**config.mk**
```make
export PLATFORM = sky130hd
export DESIGN_NAME = data_pack
export DESIGN_NICKNAME = d
export VERILOG_FILES = /design/src/rtl/data_pack.sv
export SDC_FILE = /design/constraint.sdc
export NUM_CORES = 1
export LEC_CHECK = 0
export ABC_AREA = 1
export ABC_CLOCK_PERIOD_IN_PS = 2200
export BUFFER_PORTS_ARGS = -buffer_cell sky130_fd_sc_hd__buf_2
export CAP_MARGIN = 30
export CELL_PAD_IN_SITES_DETAIL_PLACEMENT = 1
export CELL_PAD_IN_SITES_GLOBAL_PLACEMENT = 2
export CORE_UTILIZATION = 32
export DETAILED_ROUTE_END_ITERATION = 16
export HOLD_SLACK_MARGIN = 0.06
export PLACE_DENSITY_LB_ADDON = 0.1
export SYNTH_ARGS = -nofsm -noshare
export SYNTH_HDL_FRONTEND = slang
export SYNTH_SLANG_ARGS = --single-unit
```
**constraint.sdc**
```tcl
create_clock -name clk -period 2.2 [get_ports clk]
set_input_delay 0.44 -clock clk [delete_from_list [all_inputs] [get_ports clk]]
set_output_delay 0.44 -clock clk [all_outputs]
set_load 0.005 [all_outputs]
```
**src/rtl/data_pack.sv**
```systemverilog
// Packs IN_W-bit samples LSB-first into OUT_W-bit words, keeping packet framing.
// Handshake: a transfer happens on a rising edge where valid and ready are both high.
module data_pack #(
   parameter int IN_W  = 7,
   parameter int OUT_W = 32
) (
   input  logic             clk,
   input  logic             rst,
   output logic             ready_out,
   input  logic             valid_in,
   input  logic [IN_W-1:0]  data_in,
   input  logic             sop_in,
   input  logic             eop_in,
   output logic             valid_out,
   output logic [OUT_W-1:0] data_out,
   output logic             sop_out,
   output logic             eop_out,
   input  logic             ready_in
);

   localparam int CNT_W = $clog2(OUT_W + IN_W);
   localparam int ACC_W = OUT_W + IN_W;

   typedef enum logic [1:0] {IDLE, ACC, FLUSH} state_t;

   state_t             state, state_nx;
   logic [ACC_W-1:0]   acc, acc_nx;
   logic [CNT_W-1:0]   cnt, cnt_nx;
   logic               sop_pending, sop_pending_nx;

   logic               out_free;
   logic               accept;
   logic               load;
   logic [OUT_W-1:0]   load_data;
   logic               load_sop;
   logic               load_eop;

   logic [ACC_W-1:0]   base_acc;
   logic [CNT_W-1:0]   base_cnt;
   logic               base_sop;
   logic [ACC_W-1:0]   nacc;
   logic [CNT_W-1:0]   ncnt;

   assign out_free  = !valid_out || ready_in;
   assign ready_out = out_free && (state != FLUSH);
   assign accept    = valid_in && ready_out;

   // A sample carrying sop_in always starts from an empty accumulator,
   // which also drops any partial packet still being collected.
   assign base_acc = sop_in ? '0 : acc;
   assign base_cnt = sop_in ? '0 : cnt;
   assign base_sop = sop_in || sop_pending;
   assign nacc     = base_acc | (ACC_W'(data_in) << base_cnt);
   assign ncnt     = base_cnt + CNT_W'(IN_W);

   always_ff @(posedge clk) begin
      if (rst) begin
         state       <= IDLE;
         acc         <= '0;
         cnt         <= '0;
         sop_pending <= 1'b0;
      end else begin
         state       <= state_nx;
         acc         <= acc_nx;
         cnt         <= cnt_nx;
         sop_pending <= sop_pending_nx;
      end
   end

   always_comb begin
      state_nx       = state;
      acc_nx         = acc;
      cnt_nx         = cnt;
      sop_pending_nx = sop_pending;
      load           = 1'b0;
      load_data      = nacc[OUT_W-1:0];
      load_sop       = 1'b0;
      load_eop       = 1'b0;
      case (state)
         IDLE, ACC: begin
            // In IDLE only a sop sample opens a packet; anything else is dropped.
            if (accept && (state == ACC || sop_in)) begin
               load_sop = base_sop;
               if (eop_in) begin
                  load = 1'b1;
                  if (ncnt > CNT_W'(OUT_W)) begin
                     acc_nx         = nacc >> OUT_W;
                     cnt_nx         = ncnt - CNT_W'(OUT_W);
                     sop_pending_nx = 1'b0;
                     state_nx       = FLUSH;
                  end else begin
                     load_eop       = 1'b1;
                     acc_nx         = '0;
                     cnt_nx         = '0;
                     sop_pending_nx = 1'b0;
                     state_nx       = IDLE;
                  end
               end else if (ncnt >= CNT_W'(OUT_W)) begin
                  load           = 1'b1;
                  acc_nx         = nacc >> OUT_W;
                  cnt_nx         = ncnt - CNT_W'(OUT_W);
                  sop_pending_nx = 1'b0;
                  state_nx       = ACC;
               end else begin
                  acc_nx         = nacc;
                  cnt_nx         = ncnt;
                  sop_pending_nx = base_sop;
                  state_nx       = ACC;
               end
            end
         end
         FLUSH: begin
            if (out_free) begin
               load           = 1'b1;
               load_data      = acc[OUT_W-1:0];
               load_eop       = 1'b1;
               acc_nx         = '0;
               cnt_nx         = '0;
               sop_pending_nx = 1'b0;
               state_nx       = IDLE;
            end
         end
         default: state_nx = IDLE;
      endcase
   end

   // Single-stage output register; data_out keeps its last value once drained.
   always_ff @(posedge clk) begin
      if (rst) begin
         valid_out <= 1'b0;
         data_out  <= '0;
         sop_out   <= 1'b0;
         eop_out   <= 1'b0;
      end else if (load) begin
         valid_out <= 1'b1;
         data_out  <= load_data;
         sop_out   <= load_sop;
         eop_out   <= load_eop;
      end else if (ready_in) begin
         valid_out <= 1'b0;
         sop_out   <= 1'b0;
         eop_out   <= 1'b0;
      end
   end

endmodule

```
==> out/summary.txt <==
type of origin of the critical path = flip-flop
vias per cell = 5.11
Post-Syn Area per Cell = 6.44 um2
CTS tree = built
Clock Pin Slew Worst Setup and Hold Paths = 60 ps
largest net degree at the start of global routing = 52
die area = 0.0148 mm2
R2R Setup Slk = 340 ps
Comb power frac = 11.4%
IO Port Bufs = 48
hold depth = 4
Min Hold Slack = 389 ps
Peak VDD IR = 0.396 mV
Rel. slew slack = 58.6%
initial antenna violation count = 0
Worst Clk Skew = 4.29 ps
post-CTS sizing = 0
synth cell count leaders = nand2_1 (246), a21oi_1 (109), dfxtp_1 (83), nand3_1 (56)
post-synthesis cell type count = 34
DRT Pass-1 Iters = 6
Mapped Cells = 711
Root Buffer = clkbuf_16
Worst EP required = 2470 ps
placement row count = 43
Post-synth ARST share = 0%
Total Power = 3.68 mW
crit path max fanout = 37
setup_tns = 0 ps
Seq/Total Area, Yosys = 36.3%
top cell type by total area after synthesis = dfxtp_1
WHS Endpoint = eop_out
Crit. End Element = flip-flop
Yosys Warn Count = 0
effective utilization at floorplan = 32.9%
Wirelength per Cell = 17.1 um
worst hold start = ready_in
Reg-to-Reg Start = state[0]
PwrDens = 684 mW/mm2
Reg2Reg Depth = 12
grt ovf = 0
most frequent cell after synthesis = nand2_1
final worst slack = 343 ps
worst endpoint data arrival time = 2130 ps
CTS buffer count = 9
Antenna Violating Nets Remaining = 0
Int Power = 2.72 mW
WS Path Type = reg -> reg
Area contributors post-synth = dfxtp_1 (36%), nand2_1 (20%), a21oi_1 (12%), nand3_1 (6.1%), o21ai_1 (3.4%)
Vias = 4807
synthesized area = 0.00458 mm2
Multi-input gate area = 0.00249 mm2
CTS H-tree depth = 3
RSZ-0062 raised after global routing = false
Final Max Slew Viols = 0
area grow syn2layout = 17.3%
share of layout cells above drive strength 1 = 16.1%
final period utilization = 84.4%
EDFF count, synth = 0
Sink Count = 83
Die X-Extent = 122 um
initial DRC count = 288
pre-CTS setup slack = 36.7 ps
Hold Vio Cnt, Final = 0
Reg area = 0.00166 mm2
sequential power share = 42.8%
post-DP HPWL = 11500 um
Die Y = 122 um
Fillers = 1829
fin nets = 770
setup bufs post-CTS = 0
Max Root-Sink Buffers = 2
Clock Latency Late Sink = 340 ps
Hold WC Path Type = in -> reg
Core Area = 0.0139 mm2
Peak Freq = 0.539 GHz
r2r endpoint = data_out[6]
Synth Register Bits = 83
switching power = 961 uW
cts hold-fix bufs = 0
Slew @ Worst Pin = 622 ps
Clock power frac = 45.8%
# IOs = 49
Residual DRC = 0
sw frac = 26.1%
Post-Route WL = 16100 um
GP Congestion = 0.856
minimum clock period = 1860 ps
GRT Resource Usage Total = 23.3%
Final setup viols = 0
Pleak = 2.39 nW
status = completed
Inserted Diodes = 0
area share of the largest cell type after synthesis = 36.3%
max cap viols = 0
global-route wire length before repair = 26400 um
syn_nets = 725
Main synth FF type = dfxtp_1
vias in the first global route = 5006
[area by class of cell]
class                      count  share of cell area [%]
sequential                    83                    30.9
timing repair buffer          79                    9.50
multi-input combinational    541                    46.3
tap                          180                    4.19
inverter                      42                    3.07
clock buffer                  10                    4.45
clock inverter                 5                    1.58
[stage by stage]
step / instances / utilization, % / area [um2]
6_report: 940 / 38.6 / 5380
5_1_grt: 940 / 38.6 / 5380
4_1_cts: 940 / 38.6 / 5380
3_5_place_dp: 925 / 36.2 / 5050
3_3_place_gp: 925 / 36.2 / 5050
2_1_floorplan: 711 / - / 4580
[placed cells by master (no fill, tap or decap), types with 19 or more instances in the layout]
cell type and instances:
nand4_1 19, a21oi_1 109, buf_4 28, o21ai_1 31
dfxtp_1 83, inv_1 31, nand3_1 56, nor2_1 30
nand2_1 246, o21ai_0 19, buf_2 48
[power groups by stage]
stage | clock (mW) | combinational, mW | sequential (mW)
floorplan | 0 | 0.264 | 1.61
global placement | 0 | 0.418 | 1.61
detailed placement | 0 | 0.423 | 1.61
CTS | 1.73 | 0.424 | 1.57
global route | 1.79 | 0.471 | 1.58
finish | 1.69 | 0.420 | 1.57
[worst max-delay path, cell delays in order (launching register included)]
cell and delay [ps]:
dfxtp_1 310, inv_1 70, nand2_1 100, nand2_1 70, inv_2 50, nand3_1 90, nor2_2 160, inv_1 90
nand2_1 130, nand2_4 110, inv_4 330, o21ai_0 130, a21oi_1 130
[how the worst max path moves through the flow]
stage,slack [ps],to,start,depth (start not counted)
after global placement,100,acc[5],sop_in,12
after global routing,140,data_out[6],state[0],12
final,340,data_out[6],state[0],12
after detailed placement,40,data_out[3],sop_in,11
after CTS,300,data_out[2],state[0],12
after floorplan,470,data_out[0],sop_in,12
[sequential cells by signal, summed over array words and instances (netlist names)]
signal / cells
sop_out: 1
state: 2
data_out: 32
acc: 39
valid_out: 1
sop_pending: 1
cnt: 6
eop_out: 1
[kinds of logic after synthesis]
kind of cell    after synthesis  synth area share (%)
buf+inv                      87                  9.40
fa+ha+maj                     1                 0.273
compound gates              170                  19.1
simple gates                370                  34.9
flops                        83                  36.3
[routing by layer]
metal	share of wire (%)	wire length (um)	global-route usage, %	vias up
li1	-	-	-	2435
met1	49	7850	30.9	2285
met2	46	7420	38.1	69
met3	3.6	580	3.75	18
met4	1.4	226	8.18	0
met5	0	0	0	-
Power figures use the tool's default switching activity.
